`config.mk`:
```
export PLATFORM = sky130hd
export DESIGN_NAME = zero_scan
export DESIGN_NICKNAME = d
export VERILOG_FILES = /design/src/rtl/zero_scan_pkg.sv /design/src/rtl/zero_scan_chunk_zc.sv /design/src/rtl/zero_scan.sv
export SDC_FILE = /design/constraint.sdc
export NUM_CORES = 1
export LEC_CHECK = 0
export ABC_CLOCK_PERIOD_IN_PS = 4300
export CAP_MARGIN = 20
export CORE_ASPECT_RATIO = 0.6
export CORE_MARGIN = 5
export CORE_UTILIZATION = 65
export CTS_BUF_LIST = sky130_fd_sc_hd__clkbuf_4
export CTS_CLUSTER_DIAMETER = 50
export DETAILED_ROUTE_END_ITERATION = 7
export DONT_BUFFER_PORTS = 1
export PLACE_DENSITY = 0.8
export SLEW_MARGIN = 20
export SYNTH_ARGS = -nofsm -noshare
export SYNTH_HDL_FRONTEND = slang
export SYNTH_SLANG_ARGS = --single-unit
export TNS_END_PERCENT = 5
```
`constraint.sdc`:
```
create_clock -name clk -period 4.3 [get_ports clk]
set_input_delay 0.86 -clock clk [delete_from_list [all_inputs] [get_ports clk]]
set_output_delay 0.86 -clock clk [all_outputs]
set_load 0.03 [all_outputs]
```
`src/rtl/zero_scan_pkg.sv`:
```
// Shared definitions for the zero_scan block: controller state encoding and
// width helpers used to size the count and index registers.
package zero_scan_pkg;

  typedef enum logic [1:0] {
    IDLE = 2'd0,
    SCAN = 2'd1,
    DONE = 2'd2
  } state_t;

  // Bits needed to hold any value in 0..width inclusive.
  function automatic int unsigned cw_bits(input int unsigned width);
    return $clog2(width + 1);
  endfunction

  // Bits needed to index n items; never less than one.
  function automatic int unsigned idx_bits(input int unsigned n);
    return (n > 1) ? $clog2(n) : 1;
  endfunction

endpackage

```
`src/rtl/zero_scan_chunk_zc.sv`:
```
// chunk_zc: combinational zero counter for a single CHUNK-bit slice.
// Ports:
//   chunk      - slice under examination
//   mode       - 0 = count leading zeros, 1 = count trailing zeros
//   all_zero_c - slice is entirely zero
//   zc_c       - zero count in the selected direction (CHUNK when all zero)
module chunk_zc
  import zero_scan_pkg::*;
#(
  parameter int unsigned CHUNK = 8,
  localparam int unsigned ZW = cw_bits(CHUNK)
) (
  input  logic [CHUNK-1:0] chunk,
  input  logic             mode,
  output logic             all_zero_c,
  output logic [ZW-1:0]    zc_c
);

  // Last match in loop order wins, so iterate toward the bit that must dominate.
  always_comb begin
    all_zero_c = (chunk == '0);
    zc_c       = ZW'(CHUNK);
    if (!mode) begin
      for (int unsigned i = 0; i < CHUNK; i++) begin
        if (chunk[i]) zc_c = ZW'(CHUNK - 1 - i);
      end
    end else begin
      for (int i = int'(CHUNK) - 1; i >= 0; i--) begin
        if (chunk[i]) zc_c = ZW'(i);
      end
    end
  end

endmodule

```
`src/rtl/zero_scan.sv`:
```
// zero_scan: multi-cycle leading/trailing zero counter that examines one
// CHUNK-bit slice of the captured operand per clock.
// Ports:
//   clk, rst   - clock and asynchronous active-high reset
//   in_valid   - operand offered;  in_ready - block idle and accepting
//   value      - operand;          mode     - 0 = leading, 1 = trailing zeros
//   out_valid  - result presented; out_ready - consumer takes the result
//   zero_flag  - operand was all zeros
//   zcount     - zero count (WIDTH when zero_flag is set)
module zero_scan
  import zero_scan_pkg::*;
#(
  parameter int unsigned WIDTH      = 32,
  parameter int unsigned CHUNK      = 8,
  parameter bit          EARLY_EXIT = 1'b1,
  localparam int unsigned CW = cw_bits(WIDTH)
) (
  input  logic             clk,
  input  logic             rst,
  input  logic             in_valid,
  output logic             in_ready,
  input  logic [WIDTH-1:0] value,
  input  logic             mode,
  output logic             out_valid,
  input  logic             out_ready,
  output logic             zero_flag,
  output logic [CW-1:0]    zcount
);

  localparam int unsigned NCHUNK = WIDTH / CHUNK;
  localparam int unsigned KW     = idx_bits(NCHUNK);
  localparam int unsigned ZW     = cw_bits(CHUNK);

  state_t           state;
  logic [WIDTH-1:0] value_q;
  logic             mode_q;
  logic [KW-1:0]    k;
  logic [CW-1:0]    acc;
  logic             found;

  logic [KW-1:0]    sel_c;
  logic [CHUNK-1:0] chunk_c;
  logic             chunk_zero_c;
  logic [ZW-1:0]    chunk_zc_c;
  logic             found_nx_c;
  logic [CW-1:0]    acc_nx_c;
  logic             last_c;

  // Chunk select: leading-zero scans walk down from the MSB slice.
  always_comb begin
    sel_c   = mode_q ? k : (KW'(NCHUNK - 1) - k);
    chunk_c = '0;
    for (int unsigned i = 0; i < NCHUNK; i++) begin
      if (sel_c == KW'(i)) chunk_c = value_q[i*CHUNK +: CHUNK];
    end
  end

  chunk_zc #(.CHUNK(CHUNK)) u_chunk_zc (
    .chunk      (chunk_c),
    .mode       (mode_q),
    .all_zero_c (chunk_zero_c),
    .zc_c       (chunk_zc_c)
  );

  // Accumulator freezes once the first set bit has been counted.
  always_comb begin
    found_nx_c = found | ~chunk_zero_c;
    acc_nx_c   = acc;
    if (!found) begin
      acc_nx_c = acc + (chunk_zero_c ? CW'(CHUNK) : CW'(chunk_zc_c));
    end
    last_c = (k == KW'(NCHUNK - 1));
  end

  // Controller and result registers.
  always_ff @(posedge clk or posedge rst) begin
    if (rst) begin
      state     <= IDLE;
      in_ready  <= 1'b1;
      out_valid <= 1'b0;
      zero_flag <= 1'b0;
      zcount    <= '0;
      value_q   <= '0;
      mode_q    <= 1'b0;
      k         <= '0;
      acc       <= '0;
      found     <= 1'b0;
    end else begin
      case (state)
        IDLE: begin
          if (in_valid) begin
            value_q  <= value;
            mode_q   <= mode;
            k        <= '0;
            acc      <= '0;
            found    <= 1'b0;
            in_ready <= 1'b0;
            state    <= SCAN;
          end
        end
        SCAN: begin
          acc   <= acc_nx_c;
          found <= found_nx_c;
          k     <= k + KW'(1);
          if ((found_nx_c && EARLY_EXIT) || last_c) begin
            out_valid <= 1'b1;
            zcount    <= acc_nx_c;
            zero_flag <= ~found_nx_c;
            state     <= DONE;
          end
        end
        DONE: begin
          if (out_ready) begin
            out_valid <= 1'b0;
            in_ready  <= 1'b1;
            state     <= IDLE;
          end
        end
        default: begin
          out_valid <= 1'b0;
          in_ready  <= 1'b1;
          state     <= IDLE;
        end
      endcase
    end
  end

endmodule

```
==> reports/qor.csv <==
metric;value;unit
place_area;3120;µm²
worstMarginPinSlew;0.884;ns
fin_tns_setup;0;ns
area_delta_synth_final;4.20;%
diodes;0;
hold_path_class;in2async;
cts_tree;built;
h-tree-depth;2;
setup_violations;0;
synth-main-ff-cell;dfrtp_1;
cp_data_arrival_time;4.00;ns
crit_path_start_kind;flop;
setup_ws;0.573;ns
synth_sequential_area_ratio;0.429;
drt_iter0_drc;124;
clock_sinks;53;
cts-resized-gates;0;
clock_skew;0.0106;ns
hold_buffers;0;
vias_per_cell;6.29;
yosysWarnings;0;
slowest_delay;0.70;ns
cts_buffer_depth;2;
drive_gt1_frac;0.260;
ys_top_cells_by_area;dfrtp_1 42%, mux2_2 13%, mux4_1 7.6%, mux2i_1 6.1%, mux4_2 3.6%;
slowest_stage;dfrtp_1;
yosysMostFrequentCell;dfrtp_1;
period_minus_slack;3.73;ns
hpwl;4.22;mm
fill_cells;325;
io-pin-count;46;
grt_max_degree;54;
place_congestion;0.847;
grt.overflow.total;0;
routed_wl;5.70;mm
wl_per_cell;18.4;µm
rows;19;
rsz0062_at_grt;false;
synthTopCellsByCount;52 x dfrtp_1, 36 x mux2_2, 22 x nand2_1;
finalNonFillerCells;309;
cellPowerDensity;814;nW/µm²
power;2.63;mW
p_leak;1.34;nW
maxCapViolations;0;
io_buffers;0;
multi_input_area;1650;µm²
dp.cells;301;
path_max_fanout;12;
maxSlewHeadroom;0.410;
drc;0;
design_area;3230;µm²
ys_types;49;
endpoint_kind;flop;
num_vias;1945;
grtUsageTotal;0.201;
cts_buffers;5;
clk_latency;0.37;ns
synth_top_cell_by_area;dfrtp_1;
core-area;4590;µm²
register_area;1330;µm²
path_clk_slew;0.16;ns
synth_edf_count;0;
finalHoldViolCount;0;
worstPathRequired;4.58;ns
path_cells;mux4_1 -> mux2i_1 -> a21boi_0 -> o21ai_0 -> a21oi_1 -> o22ai_1 -> ha_1 -> inv_1 -> fa_1 -> nor2b_1 -> o21ai_0 -> a21oi_1 -> xor2_1 -> mux2_4;
irDropWorstVdd;0.409;mV
status;complete, no violations;
antenna_found_initial;0;
die_area;6290;µm²
die_x;99.1;µm
crit_type;reg2reg;
start_util;0.675;
layout.nets;288;
cts_setup_buffers;0;
syn-num-nets;291;
synth_top_area_share;0.420;
whs;0.503;ns
drv_slew;0;
ys_async_sr_fraction;1.00;
die_h;63.5;µm
fmax;0.268;GHz
grt_pass1_wl;10.1;mm
utilization;0.704;
finalCritPeriodShare;0.867;
synth-seq-cells;53;
syn_avg_cell_area;12.5;µm²
ant_nets;0;
cts_root_buffer;clkbuf_4;
place_ws;0.579;ns
first_pass_iters;4;
postSynthCellCount;248;
syn_area;3100;µm²
grt_pass1_vias;2028;
## cells by family (layout without fill, tap and decap cells)
kind of cell	Yosys count	count (layout)	share of synthesized area
compound gates	43	43	0.0965
xor+xnor	4	4	0.0113
fa+ha+maj	6	6	0.0267
buf+inv	23	21	0.0392
flops	53	53	0.429
mux	73	73	0.324
simple gates	46	46	0.0739
## cell type report
cell class                 count  share of cell area
timing repair buffer           4             0.00930
clock inverter                 3              0.0202
tap                           63              0.0244
inverter                       9              0.0109
multi-input combinational    172               0.512
sequential                    53               0.411
clock buffer                   5              0.0116
## state kept, by name, summed over array words and instances, names as in the netlist
signal / flops
out_valid: 1
zero_flag: 1
found: 1
zcount: 6
value_q: 32
in_ready: 1
state: 2
k: 2
mode_q: 1
acc: 6
## worst max-delay path, delay by kind of cell, from the launching register on
family          cells  cell delay [ns]
mux                 3             1.15
flops               1             0.70
fa+ha+maj           2             0.59
buf+inv             1             0.05
xor+xnor            1             0.11
compound gates      6             0.91
simple gates        1             0.11
## path summary, 6_finish.rpt
kind                                   startpoint  slack [ns]                       to  cells after the start
max                            mode_q$_DFFE_PP0P_        0.57    zcount[4]$_DFFE_PP0P_                     14
min                                           rst        0.50  value_q[17]$_DFFE_PP0P_                      1
max reg2reg                    mode_q$_DFFE_PP0P_        0.57    zcount[4]$_DFFE_PP0P_                     14
min reg2reg                value_q[8]$_DFFE_PP0P_        0.54   value_q[8]$_DFFE_PP0P_                      1
max in group asynchronous                     rst        3.27   value_q[7]$_DFFE_PP0P_                      1
min in group clk           value_q[8]$_DFFE_PP0P_        0.54   value_q[8]$_DFFE_PP0P_                      1
## power by group
group	switching [mW]	total (mW)	internal, mW	leakage (nW)
combinational	0.588	1.28	0.689	0.637
clock	0.157	0.337	0.180	0.0552
sequential	0.295	1.01	0.716	0.645
## cells in the final DEF (no fill, tap or decap), types with 4 or more instances in the layout
cell      instances
nor2_1            7
inv_1             8
nand2b_1          4
ha_1              5
mux2_2           36
mux4_1            9
clkbuf_4          5
a21oi_1           7
mux4_2            5
o21ai_0          12
mux2i_1          19
dfrtp_1          52
nand2_1          22
buf_4             4
## layer usage
metal,part of all wire,up-vias,GRT usage
met4,0.0053,0,0.0324
met5,0,-,0
met1,0.50,974,0.311
li1,-,908,-
met2,0.43,59,0.282
met3,0.070,4,0.0628
Note: power is estimated with default switching activity, not from simulation.
